## config.mk

```make
export PLATFORM = sky130hd
export DESIGN_NAME = instruction_assembler_flat
export DESIGN_NICKNAME = d
export VERILOG_FILES = /design/src/rtl/instruction_assembler_if.sv /design/src/rtl/instruction_assembler.sv /design/src/flat_wrapper.sv
export SDC_FILE = /design/constraint.sdc
export NUM_CORES = 1
export LEC_CHECK = 0
export BUFFER_PORTS_ARGS = -buffer_cell sky130_fd_sc_hd__buf_2
export CORE_ASPECT_RATIO = 0.7
export CORE_UTILIZATION = 40
export CTS_CLUSTER_DIAMETER = 40
export CTS_CLUSTER_SIZE = 25
export DETAILED_ROUTE_END_ITERATION = 16
export PLACE_DENSITY = 0.64
export SLEW_MARGIN = 10
export SYNTH_ARGS = -nofsm -noshare
export SYNTH_HDL_FRONTEND = slang
export SYNTH_SLANG_ARGS = --single-unit
```

## constraint.sdc

```tcl
create_clock -name clk_i -period 2 [get_ports clk_i]
set_input_delay 0.1 -clock clk_i [delete_from_list [all_inputs] [get_ports clk_i]]
set_output_delay 0.1 -clock clk_i [all_outputs]
set_load 0.02 [all_outputs]
```

## src/rtl/instruction_assembler_if.sv

```systemverilog
// Request/result bundle for the instruction assembler.
// The slave side is the encoder; the master side drives requests and consumes results.
interface instruction_assembler_if;
  logic        in_valid;
  logic        in_ready;
  logic [2:0]  imm_sel;
  logic [6:0]  opcode;
  logic [4:0]  rd;
  logic [4:0]  rs1;
  logic [4:0]  rs2;
  logic [2:0]  funct3;
  logic [6:0]  funct7;
  logic [31:0] immediate;
  logic        out_valid;
  logic        out_ready;
  logic [31:0] instruction;
  logic        error;
  logic [15:0] encode_count;
  logic [7:0]  error_count;

  modport slave (
    input  in_valid, imm_sel, opcode, rd, rs1, rs2, funct3, funct7, immediate, out_ready,
    output in_ready, out_valid, instruction, error, encode_count, error_count
  );

  modport master (
    output in_valid, imm_sel, opcode, rd, rs1, rs2, funct3, funct7, immediate, out_ready,
    input  in_ready, out_valid, instruction, error, encode_count, error_count
  );
endinterface

```

## src/rtl/instruction_assembler.sv

```systemverilog
// Two-stage RISC-V instruction word assembler.
// S1 captures the request and its immediate range check; S2 holds the packed word.
// Unencodable requests complete normally but emit a NOP with error set.
module instruction_assembler (
  input  logic                    clk_i,
  input  logic                    reset_i,
  instruction_assembler_if.slave  bus
);

  localparam logic [31:0] Nop = 32'h0000_0013;

  logic        s1_valid_q;
  logic        s1_err_q;
  logic [2:0]  s1_sel_q;
  logic [6:0]  s1_opcode_q;
  logic [4:0]  s1_rd_q;
  logic [4:0]  s1_rs1_q;
  logic [4:0]  s1_rs2_q;
  logic [2:0]  s1_funct3_q;
  logic [6:0]  s1_funct7_q;
  logic [31:0] s1_imm_q;

  logic        out_valid_q;
  logic        error_q;
  logic [31:0] instruction_q;
  logic [15:0] encode_count_q;
  logic [7:0]  error_count_q;

  logic        advance;
  logic        in_ready;
  logic        range_err;
  logic [31:0] packed_word;
  logic [31:0] imm;

  // S2 moves whenever its content is absent or being consumed; S1 refills behind it.
  assign advance  = !out_valid_q || bus.out_ready;
  assign in_ready = !s1_valid_q || advance;
  assign imm      = bus.immediate;

  // Immediate range check on the incoming request.
  always_comb begin
    range_err = 1'b0;
    case (bus.imm_sel)
      3'b000, 3'b001: range_err = !((&imm[31:11]) || !(|imm[31:11]));
      3'b010:         range_err = !((&imm[31:12]) || !(|imm[31:12])) || imm[0];
      3'b011:         range_err = |imm[11:0];
      3'b100:         range_err = !((&imm[31:20]) || !(|imm[31:20])) || imm[0];
      3'b101:         range_err = 1'b0;
      default:        range_err = 1'b1;
    endcase
  end

  // Field packing of the S1 request; any error collapses the word to a NOP.
  always_comb begin
    packed_word = Nop;
    case (s1_sel_q)
      3'b000: packed_word = {s1_imm_q[11:0], s1_rs1_q, s1_funct3_q, s1_rd_q, s1_opcode_q};
      3'b001: packed_word = {s1_imm_q[11:5], s1_rs2_q, s1_rs1_q, s1_funct3_q, s1_imm_q[4:0],
                             s1_opcode_q};
      3'b010: packed_word = {s1_imm_q[12], s1_imm_q[10:5], s1_rs2_q, s1_rs1_q, s1_funct3_q,
                             s1_imm_q[4:1], s1_imm_q[11], s1_opcode_q};
      3'b011: packed_word = {s1_imm_q[31:12], s1_rd_q, s1_opcode_q};
      3'b100: packed_word = {s1_imm_q[20], s1_imm_q[10:1], s1_imm_q[11], s1_imm_q[19:12],
                             s1_rd_q, s1_opcode_q};
      3'b101: packed_word = {s1_funct7_q, s1_rs2_q, s1_rs1_q, s1_funct3_q, s1_rd_q, s1_opcode_q};
      default: packed_word = Nop;
    endcase
    if (s1_err_q) packed_word = Nop;
  end

  // Stage 1: capture request fields and range-check result on accept.
  always_ff @(posedge clk_i) begin
    if (reset_i) begin
      s1_valid_q  <= 1'b0;
      s1_err_q    <= 1'b0;
      s1_sel_q    <= 3'b000;
      s1_opcode_q <= 7'd0;
      s1_rd_q     <= 5'd0;
      s1_rs1_q    <= 5'd0;
      s1_rs2_q    <= 5'd0;
      s1_funct3_q <= 3'd0;
      s1_funct7_q <= 7'd0;
      s1_imm_q    <= 32'd0;
    end else if (in_ready) begin
      s1_valid_q <= bus.in_valid;
      if (bus.in_valid) begin
        s1_err_q    <= range_err;
        s1_sel_q    <= bus.imm_sel;
        s1_opcode_q <= bus.opcode;
        s1_rd_q     <= bus.rd;
        s1_rs1_q    <= bus.rs1;
        s1_rs2_q    <= bus.rs2;
        s1_funct3_q <= bus.funct3;
        s1_funct7_q <= bus.funct7;
        s1_imm_q    <= bus.immediate;
      end
    end
  end

  // Stage 2: register the packed word; held while the consumer stalls.
  always_ff @(posedge clk_i) begin
    if (reset_i) begin
      out_valid_q   <= 1'b0;
      error_q       <= 1'b0;
      instruction_q <= 32'd0;
    end else if (advance) begin
      out_valid_q <= s1_valid_q;
      if (s1_valid_q) begin
        instruction_q <= packed_word;
        error_q       <= s1_err_q;
      end
    end
  end

  // Output handshake counters: total wraps, error count saturates.
  always_ff @(posedge clk_i) begin
    if (reset_i) begin
      encode_count_q <= 16'd0;
      error_count_q  <= 8'd0;
    end else if (out_valid_q && bus.out_ready) begin
      encode_count_q <= encode_count_q + 16'd1;
      if (error_q && (error_count_q != 8'hFF)) error_count_q <= error_count_q + 8'd1;
    end
  end

  assign bus.in_ready     = in_ready;
  assign bus.out_valid    = out_valid_q;
  assign bus.instruction  = instruction_q;
  assign bus.error        = error_q;
  assign bus.encode_count = encode_count_q;
  assign bus.error_count  = error_count_q;

endmodule

```

## src/flat_wrapper.sv

```systemverilog
// flat-port wrapper written by rule: the top's interface ports become plain ports
module instruction_assembler_flat 
  (clk_i, reset_i, bus_in_valid, bus_imm_sel, bus_opcode, bus_rd, bus_rs1, bus_rs2, bus_funct3, bus_funct7, bus_immediate, bus_out_ready, bus_in_ready, bus_out_valid, bus_instruction, bus_error, bus_encode_count, bus_error_count);
  instruction_assembler_if bus_i ();
  input  logic clk_i;
  input  logic reset_i;
  input wire logic [$bits(bus_i.in_valid)-1:0] bus_in_valid;
  input wire logic [$bits(bus_i.imm_sel)-1:0] bus_imm_sel;
  input wire logic [$bits(bus_i.opcode)-1:0] bus_opcode;
  input wire logic [$bits(bus_i.rd)-1:0] bus_rd;
  input wire logic [$bits(bus_i.rs1)-1:0] bus_rs1;
  input wire logic [$bits(bus_i.rs2)-1:0] bus_rs2;
  input wire logic [$bits(bus_i.funct3)-1:0] bus_funct3;
  input wire logic [$bits(bus_i.funct7)-1:0] bus_funct7;
  input wire logic [$bits(bus_i.immediate)-1:0] bus_immediate;
  input wire logic [$bits(bus_i.out_ready)-1:0] bus_out_ready;
  output wire logic [$bits(bus_i.in_ready)-1:0] bus_in_ready;
  output wire logic [$bits(bus_i.out_valid)-1:0] bus_out_valid;
  output wire logic [$bits(bus_i.instruction)-1:0] bus_instruction;
  output wire logic [$bits(bus_i.error)-1:0] bus_error;
  output wire logic [$bits(bus_i.encode_count)-1:0] bus_encode_count;
  output wire logic [$bits(bus_i.error_count)-1:0] bus_error_count;
  assign bus_i.in_valid = bus_in_valid;
  assign bus_i.imm_sel = bus_imm_sel;
  assign bus_i.opcode = bus_opcode;
  assign bus_i.rd = bus_rd;
  assign bus_i.rs1 = bus_rs1;
  assign bus_i.rs2 = bus_rs2;
  assign bus_i.funct3 = bus_funct3;
  assign bus_i.funct7 = bus_funct7;
  assign bus_i.immediate = bus_immediate;
  assign bus_i.out_ready = bus_out_ready;
  assign bus_in_ready = bus_i.in_ready;
  assign bus_out_valid = bus_i.out_valid;
  assign bus_instruction = bus_i.instruction;
  assign bus_error = bus_i.error;
  assign bus_encode_count = bus_i.encode_count;
  assign bus_error_count = bus_i.error_count;
  instruction_assembler u_core (.clk_i(clk_i), .reset_i(reset_i), .bus(bus_i));
endmodule
```

Word-level counts from Yosys, hierarchy flattened:

Index checks and enable logic that the tools add are counted.

* mux-type cells: 3
* reduce and logical (&&, ||, !) cells: 30
* add/sub/neg operators: 2
* eq/ne operators: 11

Operator list (count)
* 32-bit one-hot mux with 6 select lines: 1
* 32-bit 2-to-1 mux: 1
* 12-bit OR reduction: 2
* 21-bit AND reduction: 1
* 21-bit OR reduction: 1
* 20-bit AND reduction: 1
* 20-bit OR reduction: 1
* 16-bit by 1-bit adder with 16-bit output (second input constant): 1
* 3-bit by 2-bit equality test with 1-bit output (second input constant): 4
* 3-bit equality test (second input constant): 4
* 12-bit AND reduction: 1
* 8-bit by 1-bit adder with 8-bit output (second input constant): 1
* 1-bit logical NOT: 8
* 8-bit != test (second input constant): 1
* 1-bit logical OR: 7
* 3-bit by 1-bit equality test with 1-bit output (second input constant): 2
* 3-bit logical NOT: 2
* 2-bit AND reduction: 3
* 1-bit one-hot mux with 5 select lines: 1
* 1-bit logical AND: 2
* 2-bit OR reduction: 1

* output and inout port bits: 59
* input bits: 71
* bits in registers: 127
* logic and storage cells: 61

Logic depth before layout (Yosys ltp):

* word-level depth: 6
* mapped depth: 7

Worst setup path before layout:

OpenSTA, ideal clock, no wires.

* path kind: register to register
* from: register u_core.out_valid_q (netlist: u_core.bus.out_valid)
* to: register u_core.s1_funct3_q[0]
* arrival time: 1.478 ns
* setup time: 0.132 ns
* stages on the path, launching flop included: 8
* slack: 0.390 ns
* path through: dfxtp_1 > nand3b_2 > and2_1 > buf_2 > buf_2 > buf_2 > nand2_1 > a21oi_1

* cells in the longest elaborated chain, start to end: 4

RTL lines
* from (decl): RTL line instruction_assembler.sv:23 `logic out_valid_q;`
* from (signal assigned): RTL line instruction_assembler.sv:107 `out_valid_q <= s1_valid_q;`
* 1-bit logical NOT: RTL line instruction_assembler.sv:36 `assign advance = !out_valid_q || bus.out_ready;`
* 1-bit logical OR: RTL line instruction_assembler.sv:36
* 1-bit logical OR: RTL line instruction_assembler.sv:37 `assign in_ready = !s1_valid_q || advance;`
* net bus_in_ready: RTL line flat_wrapper.sv:17 `output wire logic [$bits(bus_i.in_ready)-1:0] bus_in_ready;`
* 2-bit AND reduction (no source line)
* to (signal assigned): RTL line instruction_assembler.sv:93 `s1_funct3_q <= bus.funct3;`
* to (decl): RTL line instruction_assembler.sv:19 `logic [2:0] s1_funct3_q;`

The timed path passes the listed nets, and every way through them passes these cells.
A chain may end at the register's enable or synchronous reset.

Worst setup path after layout:

* from: register u_core.s1_sel_q[1]
* to: register u_core.instruction_q[9] (netlist: u_core.bus.instruction[9])

* cells in the longest elaborated chain, start to end: 3
* elaborated cells on any way between the ends: 8

RTL lines
* from (decl): RTL line instruction_assembler.sv:14 `logic [2:0] s1_sel_q;`
* from (signal assigned): RTL line instruction_assembler.sv:88 `s1_sel_q <= bus.imm_sel;`
* 3-bit equality test, or another cell as far along: RTL line instruction_assembler.sv:56 `case (s1_sel_q)`
* 32-bit one-hot mux with 6 select lines (*): RTL line instruction_assembler.sv:56
* 32-bit 2-to-1 mux (*): RTL line instruction_assembler.sv:68 `if (s1_err_q) packed_word = Nop;`
* to (signal assigned): RTL line instruction_assembler.sv:109 `instruction_q <= packed_word;`
* to (decl): RTL line instruction_assembler.sv:25 `logic [31:0] instruction_q;`

Mark *: on every way between the ends. The rest lies on a longest branch, timed or not.

==> impl_metrics.ini <==
[placement]
gp_congestion = 0.897
dp_hpwl_um = 11400
port_buffers = 129
dpl_worst_slack_ps = 321

[setup_path]
cpMostUsedCell = a22oi_1
crit_end = u_core.bus.instruction[9]$_SDFFE_PP0P_
cp.required_ps = 2290
path_class = reg -> reg
reg2regPathDepth = 6
crit_chain = buf_4, mux2_2, a22oi_1, o2bb2ai_1, a22oi_1, nor2_1
r2r_start = u_core.s1_sel_q[1]$_SDFFE_PP0P_
rrSetupSlack_ps = 270
cp-start-kind = flip-flop
r2r_end = u_core.bus.instruction[9]$_SDFFE_PP0P_
path_max_fanout = 11
worst_path_max_delay_cell = dfxtp_1
arrival_ps = 2020
end_kind = flip-flop
critPathMaxStageDelay_ps = 490
cp-startpoint = u_core.s1_sel_q[1]$_SDFFE_PP0P_

[global_route]
grt_overflow_total = 0
antenna_found_initial = 0
grt_max_degree = 74
grt_pass1_vias = 5116
grtUsageTotal_pct = 24.4
grt_pass1_wl_um = 26200

[timing]
setup_tns_ps = 0
slew_violations = 0
fin_ws_ps = 272
min_period_ps = 1730
finClkSkew_ps = 6.90
fin_crit_sh_pct = 86.4
relSlewSlack_pct = 54.5
rsz0062_at_grt = no
finalSetupViolCount = 0
hold_viol_final = 0
worst_pin_slew_ps = 676
clock.fmax_mhz = 579
worst_hold_slack_ps = 39.3

[pwr]
vdd_drop_max_uv = 602
pwr_density_cell_nw_per_um2 = 884
p_leak_nw = 3.10
power_mw = 6.60

[floorplanning]
initial_core_util_pct = 40.9
dieArea_um2 = 13900
num_rows = 35
fp.dieH_um = 99.0
core-area_um2 = 13100
die_w_um = 141
io_pins = 130

[clock_tree]
cts_tree = yes
cts-buffers-inserted = 17
cts_root_buffer = clkbuf_16
cts.reportedPaths.clkPinSlew_ps = 50
clock-sinks = 127
htreeDepth = 4
clkLatencyLatePin_ps = 410
cts.repair.resized = 0
cts.path.max_buffers = 2

[drt]
vias_per_cell = 5.33
first_pass_iters = 5
routed_wl_um = 16600
vias = 5419
drt.antenna.violating_nets = 0
drt-initial-drc-count = 430
wire_per_inst_um = 16.4
route.detailed.drc = 0

[final_layout]
diodes = 0
fillers = 1235
drive_above_1_share_pct = 22.1
fin_nets = 912
area_growth_syn_to_layout_pct = 38.8

[flow_run]
drv_cap = 0

[synthesis]
synth_flop_cell = dfxtp_1
synth.avg_cell_area_um2 = 8.20
yosysMostFrequentCell = nand2_1
synth_nets = 729
synth.top_cell.area_share_pct = 47.3
ys_ff_latch = 127
synthTopCellsByCount = nand2_1, dfxtp_1, a21oi_1
yosysWarnings = 0
synth_area_leaders = dfxtp_1, nand2_1, a21oi_1
synth_seq_area_share_pct = 47.3
synth_edf_count = 0
synth_top_cell_by_area = dfxtp_1
ys_async_sr_fraction_pct = 0
synthCells = 656
ys_types = 45
syn-cell-area_um2 = 5380

[min_path]
hp-class = in -> reg

[outcome]
status = completed
## stage by stage
stage | instance area [µm²] | cells | utilization, %
floorplan | 5380 | 656 | -
global placement | 6200 | 921 | 47.2
detailed placement | 6200 | 921 | 47.2
CTS | 7460 | 1017 | 56.8
global route | 7460 | 1017 | 56.8
finish | 7460 | 1017 | 56.8
## placed cells by master, fill, tap and decap left out, types with 10 or more instances in the layout
cell type,netlist,layout
nand2_1,151,150
buf_2,15,128
dfxtp_1,127,127
a21oi_1,85,85
dlygate4sd3_1,0,65
nor2_1,56,56
a22oi_1,29,29
clkbuf_16,0,17
mux2i_1,13,13
nand3_1,12,12
xor2_1,12,12
buf_4,4,12
xnor2_1,10,10
o21ai_0,10,10
## sequential cells by signal (all words and copies together), names as in the netlist
signal / count
u_core.bus.encode_count: 16
u_core.bus.error: 1
u_core.bus.error_count: 8
u_core.bus.instruction: 32
u_core.bus.out_valid: 1
u_core.s1_err_q: 1
u_core.s1_funct3_q: 3
u_core.s1_funct7_q: 7
u_core.s1_imm_q: 32
u_core.s1_opcode_q: 7
u_core.s1_rd_q: 5
u_core.s1_rs1_q: 5
u_core.s1_rs2_q: 5
u_core.s1_sel_q: 3
u_core.s1_valid_q: 1
## kinds of logic after synthesis
family          after synthesis  share of synthesized area [%]
flops                       127                           47.3
simple gates                273                           22.1
xor+xnor                     22                           3.58
buf+inv                      54                           4.40
mux                          16                           3.05
fa+ha+maj                     2                          0.465
compound gates              162                           19.1
## per-layer routing
layer	part of all wire, %	global-route usage [%]	vias to the layer above
met2	44	36.5	203
met1	48	34.4	2562
met4	0.84	7.44	0
met5	0	0	-
li1	-	-	2636
met3	7.1	6.07	18
## timing repair
action                     in CTS  in global routing
hold buffers                   65                  0
hold endpoints to repair       65                  0
setup endpoints to repair       0                  0
buffers inserted                0                  0
## worst min path at each step
stage | start | end | slack (ps) | cells after the start
after floorplan | bus_in_valid | u_core.s1_valid_q$_SDFFE_PP0N_ | 230 | 2
after global placement | bus_rs2[3] | u_core.s1_rs2_q[3]$_SDFFE_PP0P_ | 340 | 3
after detailed placement | bus_funct7[1] | u_core.s1_funct7_q[1]$_SDFFE_PP0P_ | 350 | 3
after CTS | bus_immediate[11] | u_core.s1_imm_q[11]$_SDFFE_PP0P_ | 20 | 3
after global routing | bus_immediate[11] | u_core.s1_imm_q[11]$_SDFFE_PP0P_ | 40 | 3
final | bus_immediate[11] | u_core.s1_imm_q[11]$_SDFFE_PP0P_ | 40 | 3
## worst max-delay path: cells and delay by family, from the launching register on
kind | cells | cell delay [ps]
multiplexers | 1 | 360
flip-flops | 1 | 490
AO/OA/AOI/OAI | 3 | 430
buffers and inverters | 1 | 260
AND/OR/NAND/NOR | 1 | 60
## area by class of cell
class | count | area (µm²) | share of cell area, %
Multi-Input combinational cell | 475 | 2600 | 34.9
Sequential cell | 127 | 2540 | 34.1
Timing Repair Buffer | 209 | 1460 | 19.6
Clock buffer | 21 | 480 | 6.44
Tap cell | 166 | 208 | 2.78
Clock inverter | 10 | 135 | 1.81
Inverter | 9 | 33.8 | 0.453
## power by group
group,switching [mW],total (mW),internal [mW]
sequential,0.0874,2.72,2.63
clock,1.12,3.20,2.08
combinational,0.373,0.681,0.308
Note: power is estimated with default switching activity, not from simulation.
